==> src/rtl/unidade_execucao.sv <==
// unidade_execucao
// Single-issue execution unit fed by a reservation station. A dispatched
// instruction (opcode, registers, station tag and both operand values) is
// captured on accept, executed as ADD/SUB/MUL/MULH with a fixed per-class
// latency, and then reported with a one-cycle completion broadcast.
//
// Parameters:
//   LAT_ADD  cycles from accept to done for ADD/SUB/unknown opcodes (1..15)
//   LAT_MUL  cycles from accept to done for MUL/MULH (1..15)
// Ports:
//   Clock         in   rising-edge clock
//   Reset         in   synchronous active-high reset
//   instInEnable  in   dispatch strobe
//   instIn[15:0]  in   instruction: [3:0] opcode, [12:10] Rz, [9:7] Ry, [6:4] Rx
//   tagIn[2:0]    in   station entry of the dispatched instruction
//   rxVal[15:0]   in   Rx operand value
//   ryVal[15:0]   in   Ry operand value
//   disponivel    out  unit can accept an instruction this cycle
//   done          out  one-cycle completion pulse
//   tagOut[2:0]   out  tag of the completing instruction
//   doneInst[15:0] out completing instruction word
//   dout[15:0]    out  result
//   overrun       out  one-cycle pulse after a dispatch attempted while busy
module unidade_execucao #(
  parameter int LAT_ADD = 2,
  parameter int LAT_MUL = 4
) (
  input  logic        Clock,
  input  logic        Reset,
  input  logic        instInEnable,
  input  logic [15:0] instIn,
  input  logic [2:0]  tagIn,
  input  logic [15:0] rxVal,
  input  logic [15:0] ryVal,
  output logic        disponivel,
  output logic        done,
  output logic [2:0]  tagOut,
  output logic [15:0] doneInst,
  output logic [15:0] dout,
  output logic        overrun
);

  typedef enum logic [1:0] {
    IDLE = 2'd0,
    EXEC = 2'd1,
    DONE = 2'd2
  } state_t;

  // Counter preload is latency minus one: the EXEC cycle that sees cnt==0
  // is the last one before completion.
  localparam logic [3:0] CNT_ADD = 4'(LAT_ADD - 1);
  localparam logic [3:0] CNT_MUL = 4'(LAT_MUL - 1);

  function automatic logic is_mul(input logic [3:0] op);
    return (op == 4'b0100) || (op == 4'b0101);
  endfunction

  function automatic logic [15:0] alu(input logic [3:0] op,
                                      input logic [15:0] ry,
                                      input logic [15:0] rx);
    logic [31:0] prod;
    logic [15:0] res;
    prod = {16'd0, ry} * {16'd0, rx};
    case (op)
      4'b0000: res = ry + rx;
      4'b0001: res = ry - rx;
      4'b0100: res = prod[15:0];
      4'b0101: res = prod[31:16];
      // Unknown opcodes still complete so the station entry is released.
      default: res = 16'd0;
    endcase
    return res;
  endfunction

  state_t      state_r, state_nx;
  logic [3:0]  cnt_r, cnt_nx;
  logic [15:0] inst_r, rx_r, ry_r;
  logic [2:0]  tag_r;
  logic        disp_r, done_r, overrun_r;
  logic [2:0]  tag_out_r;
  logic [15:0] done_inst_r, dout_r;
  logic        accept_s, finish_s;

  assign accept_s   = instInEnable && disp_r;
  assign disponivel = disp_r;
  assign done       = done_r;
  assign tagOut     = tag_out_r;
  assign doneInst   = done_inst_r;
  assign dout       = dout_r;
  assign overrun    = overrun_r;

  // Next-state, counter and completion decode.
  always_comb begin
    state_nx = state_r;
    cnt_nx   = cnt_r;
    finish_s = 1'b0;
    case (state_r)
      IDLE, DONE: begin
        if (accept_s) begin
          state_nx = EXEC;
          cnt_nx   = is_mul(instIn[3:0]) ? CNT_MUL : CNT_ADD;
        end else begin
          state_nx = IDLE;
        end
      end
      EXEC: begin
        if (cnt_r == 4'd0) begin
          state_nx = DONE;
          finish_s = 1'b1;
        end else begin
          cnt_nx = cnt_r - 4'd1;
        end
      end
      default: begin
        state_nx = IDLE;
      end
    endcase
  end

  // State, operand capture, result and registered status outputs.
  always_ff @(posedge Clock) begin
    if (Reset) begin
      state_r     <= IDLE;
      cnt_r       <= 4'd0;
      inst_r      <= 16'd0;
      rx_r        <= 16'd0;
      ry_r        <= 16'd0;
      tag_r       <= 3'd0;
      disp_r      <= 1'b1;
      done_r      <= 1'b0;
      overrun_r   <= 1'b0;
      tag_out_r   <= 3'd0;
      done_inst_r <= 16'd0;
      dout_r      <= 16'd0;
    end else begin
      state_r   <= state_nx;
      cnt_r     <= cnt_nx;
      disp_r    <= (state_nx != EXEC);
      done_r    <= finish_s;
      // A strobe while executing is dropped; flag it for one cycle.
      overrun_r <= instInEnable && (state_r == EXEC);
      if (accept_s) begin
        inst_r <= instIn;
        tag_r  <= tagIn;
        rx_r   <= rxVal;
        ry_r   <= ryVal;
      end
      if (finish_s) begin
        dout_r      <= alu(inst_r[3:0], ry_r, rx_r);
        tag_out_r   <= tag_r;
        done_inst_r <= inst_r;
      end
    end
  end

endmodule

==> config.mk <==
export PLATFORM = sky130hd
export DESIGN_NAME = unidade_execucao
export DESIGN_NICKNAME = d
export VERILOG_FILES = /design/src/rtl/unidade_execucao.sv
export SDC_FILE = /design/constraint.sdc
export NUM_CORES = 1
export LEC_CHECK = 0
export ABC_AREA = 1
export BUFFER_PORTS_ARGS = -buffer_cell sky130_fd_sc_hd__buf_2
export CAP_MARGIN = 20
export CORE_AREA = 2 2 147 149
export CTS_CLUSTER_DIAMETER = 30
export DETAILED_ROUTE_END_ITERATION = 12
export DIE_AREA = 0 0 149 151
export PLACE_DENSITY_LB_ADDON = 0.3
export SYNTH_ARGS = -nofsm -noshare
export SYNTH_HDL_FRONTEND = slang
export SYNTH_SLANG_ARGS = --single-unit
export TNS_END_PERCENT = 20
==> constraint.sdc <==
create_clock -name Clock -period 11.1 [get_ports Clock]
set_input_delay 0 -clock Clock [delete_from_list [all_inputs] [get_ports Clock]]
set_output_delay 0 -clock Clock [all_outputs]
set_load 0.01 [all_outputs]
; ---- Word-level counts from Yosys, hierarchy flattened
; Cells that the tools add are included.
; Widths: inputs -> output; s select.
[totals]
in_bits = 54
reg_bits = 95
[op_classes]
mux = 10
multipliers = 1
reduce_logical = 9
eq_ne = 10
n_addsub = 3
[ops]
columns = operator, count
row1 = $pmux 16 s4, 1
row2 = $mul 16x16->32, 1
row3 = $add 16x16->16, 1
row4 = $eq 4x3->1 const B, 4
row5 = $sub 16x16->16, 1
row6 = $logic_not 4->1, 2
row7 = $mux 4, 2
row8 = $pmux 4 s2, 1
row9 = $eq 4x1->1 const B, 1
row10 = $mux 2, 2
row11 = $ne 2x2->1 const B, 2
row12 = $pmux 2 s2, 1
row13 = $sub 4x1->4 const B, 1
row14 = $mux 1, 3
row15 = $reduce_and 3->1, 1
row16 = $eq 2x1->1 const B, 1
row17 = $eq 2x2->1 const B, 1
row18 = $logic_and 1x1->1, 2
row19 = $logic_not 2->1, 1
row20 = $ne 2x1->1 const B, 1
row21 = $reduce_bool 2->1, 1
row22 = $reduce_or 2->1, 1
row23 = $logic_or 1x1->1, 1

; ---- Depth between registers and ports, before layout
[logic_depth]
depth_word = 5
mapped_depth = 28
depth_no_buf = 26

; ---- Least setup slack after synthesis
; Ideal clock, no wire load.
[synth_timing]
path_kind = reg2reg
startpoint = register rx_r[7]
endpoint = register dout_r[11] (netlist: dout[11])
setup_time_ns = 0.068
stages_incl_launch_ff = 27
n_path_buf = 2
t_required_ns = 11.032
setup_slack_ns = 5.558
arrival_ns = 5.474
path_cell_list = dfxtp_1 clkbuf_1 clkbuf_1 nand2_1 fa_1 inv_1 fa_1 inv_1 fa_1 inv_1 fa_1 fa_1 inv_1 fa_1 inv_1 ha_1 nand2_1 inv_1 a21oi_1 nor2_1 o21bai_1 nand3_1 nand2_1 nand3_1 nand2_1 nand2_1 a21oi_2
[synth_via]
elab_chain_len = 2
word_cells_on_any_way = 4
cone_classes = add/sub (2) / mul (1) / mux (1)
[synth_lines]
columns = item, line_no
row1 = from (decl), 77  ; logic [15:0] inst_r, rx_r, ry_r;
row2 = from (signal assigned), 145  ; rx_r <= rxVal;
row3 = "$mul 16x16->32, or another cell as far along", 63  ; prod = {16'd0, ry} * {16'd0, rx};
row4 = $pmux 16 s4 *, 64  ; case (op)
row5 = to (signal assigned), 149  ; dout_r <= alu(inst_r[3:0], ry_r, rx_r);
row6 = to (decl), 81  ; logic [15:0] done_inst_r, dout_r;
; Every way passes the cells marked *; elsewhere a longest branch is shown, timed or not.
; A chain may end at the register's enable or synchronous reset.

; ---- Final worst setup path
[layout_timing]
startpoint = register rx_r[7]
endpoint = register dout_r[3] (netlist: dout[3])
[layout_via]
elab_chain_len = 2
[layout_lines]
columns = item, line_no
row1 = $mul 16x16->32, 63
row2 = $pmux 16 s4, 64
; Every way passes these cells.

==> impl_metrics.yaml <==
synth:
  synth-edff-count: 0
  synthFlopType: "dfxtp_1"
  synth_top_area_cell: "fa_1"
  ys_async_sr_fraction_pct: 0
  syn_inst: 2021
  ys_top_cells_by_area: "fa_1, nand2_1, dfxtp_1, inv_1, ha_1"
  ys_seq_area_share_pct: 13.33
  postSynthAreaPerCell_sq_um: 7.060
  synth.cell_area_sq_um: 14270
  synth_top_area_share_pct: 27.36
  syn-num-nets: 2393
  yosysWarnings: 0
  synth_cell_type_count: 48
  synth_seq_cells: 95
sta:
  setup_viol: 0
  hold_violations: 0
  maxSlewHeadroom_pct: 26.38
  fin_ws_ns: 4.911
  rsz0062_at_grt: "false"
  fin_crit_sh_pct: 55.76
  tns_ns: 0
  fmax_mhz: 161.6
  worst_pin_slew_ns: 1.103
  clock_skew_ns: 0.009394
  drv_slew: 0
  min_period_ns: 6.189
layout:
  nNetsFinal: 2464
  drive_gt1_share_pct: 9.108
  area_growth_pct: 8.681
  fin_util_pct: 74.47
  diodes: 0
  finalNonFillerCells: 2372
die:
  core_area_sq_um: 20820
  top_level_ports: 92
  row_count: 53
  dieArea_sq_um: 22500
  start_util_pct: 68.53
  die_w_microns: 149
  die_y_microns: 151
worst_setup_path:
  path_cells: "nand2_1, fa_1, inv_1, fa_1, inv_1, fa_1, inv_1, fa_1, fa_1, inv_1, fa_1, inv_1, ha_1, nand2_1, inv_1, a21oi_1, nor2_1, nor2_1, nand2_1, nand2_1, nand3_1, nand3_1, nand2_1, a21oi_2"
  cp_slowest_cell: "dfxtp_1"
  slowest_delay_ns: 0.98
  arrival_ns: 6.47
  critPathRequiredTime_ns: 11.38
  r2r_start: "rx_r[7]"
  cp-end-kind: "flip-flop"
  r2r-end: "dout[3]"
  worstSetupStartpoint: "rx_r[7]"
  critPathKind: "reg -> reg"
  r2r_setup_slack_ns: 4.91
  reg2regPathDepth: 24
  start_kind: "flip-flop"
  cp_max_fo: 20
routing:
  routed_wl_microns: 40640
  drt_iter0_markers: 893
  drc: 0
  vias: 13130
  post_drt_wl_per_cell_microns: 17.13
  vias_per_cell: 5.533
  first_pass_iters: 5
  ant_nets: 0
clock_tree:
  cts_setup_buffers: 0
  cts_tree: "built"
  clk-insertion-delay-late_ns: 0.35
  clock-sinks: 95
  cts_inserted_buffers: 9
  root_buffer: "clkbuf_16"
  ctsResizeCount: 0
  ctsHoldBuffers: 44
  cts.clk_slew.worst_paths_ns: 0.07
  clockBufferDepth: 2
  cts.htree.levels: 3
power:
  total_power_mw: 1.768
  ir_drop_mv: 0.1247
  power_density_nw_per_um2: 114.0
  power_leakage_nw: 8.962
hold_path:
  min_path_cells: 3
  min_from: "rxVal[6]"
  worstHoldPathType: "in -> reg"
  holdPathEnd: "rx_r[6]"
grt:
  grt_use_total_pct: 37.49
  antenna_found_initial: 0
  grt_overflow: 0
  grt_start_max_net_pins: 73
  grt_pass1_wl_microns: 65970
  first_global_vias: 13590
job:
  maxCapViolCount: 0
run_status:
  status: "finished, final reports clean"
place:
  detailedPlace.worstSlack_ns: 4.952
  dp_cells: 2312
  dp_hpwl_microns: 30430
  port_buffers: 91
  place_congestion: 0.9934
-- registers in the layout, indices dropped and copies added, names as in the netlist --
signal      count
state_r         2
cnt_r           4
dout           16
done            1
tagOut          3
inst_r         16
disponivel      1
doneInst       16
rx_r           16
tag_r           3
overrun         1
ry_r           16
-- critical path, delay by kind of cell, from the launching register on --
kind	cells	cell delay (ns)
fa+ha+maj	7	3.40
simple gates	9	1.05
flops	1	0.98
compound gates	2	0.37
buf+inv	6	0.30
-- how the worst max path moves through the flow --
stage / end / depth (start not counted) / slack (ns)
detailed placement: dout[3] / 24 / 4.95
CTS: dout[3] / 24 / 4.92
global placement: dout[3] / 24 / 5.01
finish: dout[3] / 24 / 4.91
global route: dout[11] / 24 / 4.59
floorplan: dout[11] / 26 / 5.56
-- kinds of logic after synthesis --
group           Yosys count  synth area share (%)
compound gates          204                 8.094
xor+xnor                 19                 1.166
fa+ha+maj               318                 38.14
buf+inv                 572                 15.59
flops                    95                 13.33
simple gates            813                 23.68
-- through the flow --
stage | hold slack, ns | instance area [sq um]
floorplan | 0.1283 | 14270
global placement | 0.2491 | 14780
detailed placement | 0.2580 | 14780
CTS | 0.005804 | 15510
global route | 0.03249 | 15510
finish | 0.02112 | 15510
-- synthesized netlist by cell type, types with 2 or more instances --
cell type / number
inv_2: 8
nand3_1: 65
nor3_4: 3
nand3_2: 7
buf_4: 5
o21ai_0: 90
o21ai_1: 7
nand4_1: 9
or2_2: 4
nor3_1: 10
xor2_1: 14
xnor2_1: 5
clkbuf_1: 62
nor2_2: 9
nor2_1: 172
fa_1: 195
ha_1: 123
inv_1: 468
and2_1: 2
a21o_1: 2
a211oi_1: 2
a31oi_1: 3
clkinv_1: 2
o21bai_1: 11
buf_1: 11
nor4_1: 2
dfxtp_1: 95
or2_1: 2
a21oi_2: 14
nand3b_1: 5
nor3_2: 4
o21ai_2: 2
buf_2: 9
a21oi_1: 67
nand2_1: 508
buf_6: 4
nand2_2: 9
-- final cells by class --
class | count | area (sq um)
Clock buffer | 9 | 225.2
Clock inverter | 7 | 60.06
Fill cell | 1653 | 5315
Inverter | 479 | 1800
Multi-Input combinational cell | 1354 | 10140
Sequential cell | 95 | 1902
Tap cell | 275 | 344.1
Timing Repair Buffer | 153 | 1031
-- power by group --
part / internal, mW / switching [mW]
Clock: 0.157 / 0.151
Sequential: 0.376 / 0.0711
Combinational: 0.363 / 0.650
Total: 0.896 / 0.872
-- layer usage --
metal / part of all wire (%) / track usage [%]
met1: 38 / 45.54
met2: 50 / 66.43
met3: 7.1 / 5.151
met4: 4.4 / 17.14
met5: 0 / 0
-- cell usage in the layout (no fill, tap or decap), types with 4 or more instances in the layout --
cell type      instances
nor2_2                 9
nand2_1              507
a21oi_1               67
o21bai_1              11
or2_2                  4
inv_2                  8
nand3_1               65
nor3_2                 4
dfxtp_1               95
clkbuf_16              9
xor2_1                14
nor3_1                10
fa_1                 195
inv_1                468
xnor2_1                5
o21ai_0               90
o21ai_1                7
nand3b_1               5
nand2_2               10
buf_4                 18
nand3_2                7
nand4_1                9
a21oi_2               14
buf_2                 91
nor2_1               172
dlygate4sd3_1         44
ha_1                 123
(Power assumes the default switching activity.)
